**src/rtl/rf_mul_pkg.sv**
```systemverilog
// Shared constants and state encoding for the register-file multiply sequencer.
package rf_mul_pkg;

  localparam int DATA_W     = 32;
  localparam int ADDR_W     = 3;
  localparam int MUL_CYCLES = DATA_W;
  localparam int CNT_W      = $clog2(MUL_CYCLES);

  typedef enum logic [2:0] {
    ST_IDLE     = 3'd0,
    ST_READ_A   = 3'd1,
    ST_READ_B   = 3'd2,
    ST_MULT     = 3'd3,
    ST_WRITE_LO = 3'd4,
    ST_WRITE_HI = 3'd5,
    ST_DONE     = 3'd6
  } state_t;

endpackage

```
**src/rtl/rf_mul_sequencer_shift_add_core.sv**
```systemverilog
// Radix-2 shift-add unsigned multiplier: one partial product per step, fixed W steps.
module shift_add_core #(
  parameter int W = rf_mul_pkg::DATA_W
) (
  input  logic         clk,
  input  logic         reset_n,
  input  logic         i_cap_a,
  input  logic         i_load,
  input  logic         i_step,
  input  logic [W-1:0] i_operand,
  output logic [W-1:0] o_product_hi,
  output logic [W-1:0] o_product_lo_nxt,
  output logic         o_last
);
  localparam int CW = (W > 1) ? $clog2(W) : 1;

  logic [W-1:0]  r_mcand;
  logic [W-1:0]  r_acc;
  logic [W-1:0]  r_mplier;
  logic [CW-1:0] r_count;
  logic [W-1:0]  w_addend;
  logic [W:0]    w_sum;

  // The multiplier register doubles as the low half of the product as it shifts out.
  assign w_addend         = r_mplier[0] ? r_mcand : '0;
  assign w_sum            = {1'b0, r_acc} + {1'b0, w_addend};
  assign o_product_hi     = r_acc;
  assign o_product_lo_nxt = {w_sum[0], r_mplier[W-1:1]};
  assign o_last           = (r_count == CW'(W - 1));

  always_ff @(posedge clk or negedge reset_n) begin
    if (!reset_n) begin
      r_mcand  <= '0;
      r_acc    <= '0;
      r_mplier <= '0;
      r_count  <= '0;
    end else if (i_cap_a) begin
      r_mcand <= i_operand;
    end else if (i_load) begin
      r_mplier <= i_operand;
      r_acc    <= '0;
      r_count  <= '0;
    end else if (i_step) begin
      r_acc    <= w_sum[W:1];
      r_mplier <= {w_sum[0], r_mplier[W-1:1]};
      r_count  <= r_count + CW'(1);
    end
  end

endmodule

```
**src/rtl/rf_mul_sequencer.sv**
```systemverilog
// Reads two registers, multiplies them, and writes the 64-bit product to d_addr/d_addr+1.
module rf_mul_sequencer #(
  parameter int DATA_W = rf_mul_pkg::DATA_W,
  parameter int ADDR_W = rf_mul_pkg::ADDR_W
) (
  input  logic              clk,
  input  logic              reset_n,
  input  logic              start,
  input  logic [ADDR_W-1:0] a_addr,
  input  logic [ADDR_W-1:0] b_addr,
  input  logic [ADDR_W-1:0] d_addr,
  output logic [ADDR_W-1:0] rAddr,
  input  logic [DATA_W-1:0] rData,
  output logic [ADDR_W-1:0] wAddr,
  output logic [DATA_W-1:0] wData,
  output logic              we,
  output logic              busy,
  output logic              done
);
  import rf_mul_pkg::*;

  state_t            r_state;
  logic [ADDR_W-1:0] r_b_addr;
  logic [ADDR_W-1:0] r_d_addr;
  logic [DATA_W-1:0] w_product_hi;
  logic [DATA_W-1:0] w_product_lo_nxt;
  logic              w_last;

  shift_add_core #(.W(DATA_W)) u_core (
    .clk              (clk),
    .reset_n          (reset_n),
    .i_cap_a          (r_state == ST_READ_A),
    .i_load           (r_state == ST_READ_B),
    .i_step           (r_state == ST_MULT),
    .i_operand        (rData),
    .o_product_hi     (w_product_hi),
    .o_product_lo_nxt (w_product_lo_nxt),
    .o_last           (w_last)
  );

  // Command FSM; the low word is taken from the final step's result so it is ready in WRITE_LO.
  always_ff @(posedge clk or negedge reset_n) begin
    if (!reset_n) begin
      r_state  <= ST_IDLE;
      r_b_addr <= '0;
      r_d_addr <= '0;
      rAddr    <= '0;
      wAddr    <= '0;
      wData    <= '0;
      we       <= 1'b0;
      busy     <= 1'b0;
      done     <= 1'b0;
    end else begin
      case (r_state)
        ST_IDLE: begin
          we   <= 1'b0;
          done <= 1'b0;
          if (start) begin
            r_b_addr <= b_addr;
            r_d_addr <= d_addr;
            rAddr    <= a_addr;
            busy     <= 1'b1;
            r_state  <= ST_READ_A;
          end
        end
        ST_READ_A: begin
          rAddr   <= r_b_addr;
          r_state <= ST_READ_B;
        end
        ST_READ_B: begin
          r_state <= ST_MULT;
        end
        ST_MULT: begin
          if (w_last) begin
            wAddr   <= r_d_addr;
            wData   <= w_product_lo_nxt;
            we      <= 1'b1;
            r_state <= ST_WRITE_LO;
          end
        end
        ST_WRITE_LO: begin
          wAddr   <= r_d_addr + ADDR_W'(1);
          wData   <= w_product_hi;
          we      <= 1'b1;
          r_state <= ST_WRITE_HI;
        end
        ST_WRITE_HI: begin
          we      <= 1'b0;
          done    <= 1'b1;
          r_state <= ST_DONE;
        end
        ST_DONE: begin
          done    <= 1'b0;
          busy    <= 1'b0;
          r_state <= ST_IDLE;
        end
        default: begin
          we      <= 1'b0;
          busy    <= 1'b0;
          done    <= 1'b0;
          r_state <= ST_IDLE;
        end
      endcase
    end
  end

endmodule

```
**config.mk**
```make
export PLATFORM = sky130hd
export DESIGN_NAME = rf_mul_sequencer
export DESIGN_NICKNAME = d
export VERILOG_FILES = /design/src/rtl/rf_mul_pkg.sv /design/src/rtl/rf_mul_sequencer_shift_add_core.sv /design/src/rtl/rf_mul_sequencer.sv
export SDC_FILE = /design/constraint.sdc
export NUM_CORES = 1
export LEC_CHECK = 0
export ABC_AREA = 1
export CORE_MARGIN = 4
export CORE_UTILIZATION = 50
export CTS_CLUSTER_SIZE = 12
export DETAILED_ROUTE_END_ITERATION = 16
export GPL_TIMING_DRIVEN = 0
export MAX_ROUTING_LAYER = met4
export PLACE_DENSITY = 0.71
export SYNTH_ARGS = -nofsm -noshare
export SYNTH_HDL_FRONTEND = slang
export SYNTH_SLANG_ARGS = --single-unit
```
**constraint.sdc**
```tcl
create_clock -name clk -period 2.7 [get_ports clk]
set_input_delay 0.675 -clock clk [delete_from_list [all_inputs] [get_ports clk]]
set_output_delay 0.675 -clock clk [all_outputs]
set_load 0.02 [all_outputs]
```
==> flow_summary.ini <==
[route]
wl_met2_um = 11700
drt-total-wl_um = 26000
first_pass_iters = 5
vias = 8489
drc = 0
drtIter0Drc = 699
drt-met1-wl_um = 12300
routed.top_layer = met4
wl_per_cell_um = 16.0
routed-wl-met3_um = 1500
postRouteAntennaNets = 0
via_per_inst = 5.22

[cts]
cts_sinks = 151
htreeDepth = 4
numCtsBuffers = 17
post_cts_buffers = 0
cts_resized = 5
root_buffer = clkbuf_16
clkTransAtPathRegs_ns = 0.07
cts_buffer_depth = 2
cts.hold.buffers_added = 0
tritoncts = done
worstSkewPairLatency_ns = 0.43

[cells_and_area]
multi_input_area_mm2 = 0.00417
fin_area_mm2 = 0.0107
fin_nets = 1472
nFillCells = 1626
area_delta_synth_final_pct = 20.3
fin_util_pct = 61.7
drive_gt1_share_pct = 5.28
antenna_cells = 0
seq_area_mm2 = 0.00378

[die]
rows = 48
die_area_mm2 = 0.0200
die_h_um = 141
ios = 85
die_w_um = 141
initial_core_util_pct = 51.3
coreArea_mm2 = 0.0174

[setup_path]
cp.arrival_ns = 2.90
cp.required_ns = 3.04
criticalPathCategory = flip-flop to flip-flop
cp-start-kind = flip-flop
crit_fanout = 10
cp-end-kind = flip-flop

[synthesis]
postSynthCellCount = 1286
synthFlopType = dfrtp_1
ys_ff_latch = 151
async_flop_share_pct = 100
ys_types = 32
syn_nets = 1369
ys_seq_area_share_pct = 42.4
netlist_area_mm2 = 0.00891
avgSynthCellArea_um2 = 6.93
yosys_warnings = 0
synth_edf_count = 0

[global_route]
grt-ovfl-total = 0
grt_max_degree = 100
grt_antenna_before_repair = 0
track_usage_pct = 27.3
first_global_vias = 8019
grt_pass1_wl_um = 41700

[sta]
hold_violations = 0
period_share_pct = 94.8
fin_skew_ns = 0.0114
max-slew-margin-rel_pct = 59.4
drv_slew = 0
period_needed_ns = 2.56
fin_ws_ns = 0.140
setup_viol = 0
setup_tns_ns = 0
worst_pin_slew_ns = 0.610
max_freq_ghz = 0.391

[placement]
port_buffers = 84
place_area_mm2 = 0.0101
gp_congestion = 0.958
dp_hpwl_um = 20100
pre_cts_ws_ns = -0.513

[worst_hold_path]
hold_path.class = input pin to asynchronous set/reset pin

[run_status]
status = complete, no violations

[power_and_ir_drop]
power_density_mw_per_mm2 = 1140
p_leak_nw = 5.87
power_mw = 12.2
peakVddDrop_mv = 0.731

[run]
cap_violations = 0
## registers in the layout, indices dropped and copies added, names as in the netlist
register	cells
wAddr	3
r_b_addr	3
u_core.r_mplier	32
done	1
wData	32
u_core.r_mcand	32
busy	1
r_d_addr	3
we	1
rAddr	3
u_core.o_product_hi	32
u_core.r_count	5
r_state	3
## final timing paths
check                              startpoint                       to  slack, ns  cells after the start
max                        u_core.r_mplier[0]  u_core.o_product_hi[31]       0.14                     17
min                                   reset_n                 wData[7]       0.20                      1
max reg2reg                u_core.r_mplier[0]  u_core.o_product_hi[31]       0.14                     17
min reg2reg                u_core.r_mcand[28]       u_core.r_mcand[28]       0.47                      2
max in group asynchronous             reset_n       u_core.r_mplier[0]       1.62                      2
min in group clk           u_core.r_mcand[28]       u_core.r_mcand[28]       0.47                      2
## area by class of cell
type / instances / area share (%)
Tap cell: 225 / 2.63
Clock inverter: 15 / 1.90
Buffer: 40 / 1.82
Multi-Input combinational cell: 883 / 38.9
Clock buffer: 17 / 3.97
Sequential cell: 151 / 35.3
Inverter: 211 / 7.39
Timing Repair Buffer: 85 / 8.12
## stage by stage
step	cells	hold slack (ns)
2_1_floorplan	1286	0.379
3_3_place_gp	1595	0.455
3_5_place_dp	1596	0.459
4_1_cts	1627	0.216
5_1_grt	1627	0.239
6_report	1627	0.197
## per-layer routing
| layer | vias to the layer above | track usage, % |
|---|---|---|
| li1 | 4216 | - |
| met1 | 3956 | 38.7 |
| met3 | 37 | 3.61 |
| met2 | 280 | 41.6 |
| met5 | - | - |
| met4 | 0 | 7.68 |
## logic make-up after synthesis
kind of cell / synth area share (%)
DFF: 42.4
buffers and inverters: 11.0
and+or+nand+nor: 30.7
xor gates and xnor gates: 0.393
adders and majority gates: 5.56
AOI/OAI and AO/OA: 9.88
## synthesized netlist by cell type, drive strengths merged, types with 10 or more instances
master	count	area share [%]
buf	18	1.2
a31oi	32	2.2
nand3	49	2.8
o221ai	32	3.1
ha	38	5.3
clkbuf	23	0.97
o21ai	30	1.7
nor3	10	0.62
a21oi	29	1.6
dfrtp	151	42
nor2	100	4.3
inv	211	8.9
nand2	541	23
## where the power goes
group          leakage (nW)  internal (mW)  switching, mW
clock network         0.310           1.49           1.09
registers              1.89           3.29          0.730
logic                  3.68           2.07           3.55
## worst max-delay path, stage by stage, from the launching register on
cell and delay (ns):
dfrtp_2 0.44, buf_6 0.17, nand2_1 0.06, inv_1 0.05
ha_2 0.23, inv_1 0.07, fa_1 0.40, inv_2 0.11
nand3_1 0.10, nand3_2 0.15, nand2_1 0.08, nand2_2 0.11
nand2_1 0.06, nand2_1 0.12, nand2_1 0.06, nand2_1 0.09
nand2_1 0.06, o21ai_0 0.08
## cell usage in the layout, fill, tap and decap left out, types with 2 or more instances in the layout
cell             netlist  layout
a21oi_1               29      29
a22o_1                 2       2
a31oi_1               32      32
buf_2                 16      17
buf_6                  2       4
bufinv_16              0       3
clkbuf_1              23      19
clkbuf_16              0      17
clkdlybuf4s50_1        0      83
clkinv_4               0       3
dfrtp_1              151     150
ha_1                  38      37
inv_1                203     202
inv_2                  8       9
inv_6                  0       5
inv_8                  0       2
nand2_1              540     538
nand2_2                1       3
nand3_1               49      47
nand3_2                0       2
nand4_1                3       3
nor2_1                98      98
nor3_1                 9       9
o21ai_0               24      24
o21ai_1                6       6
o21bai_1               3       3
o221ai_1              32      32
o22ai_1                3       3
o31ai_1                2       2
xnor2_1                2       2
xor2_1                 2       2
(Power assumes the default switching activity.)
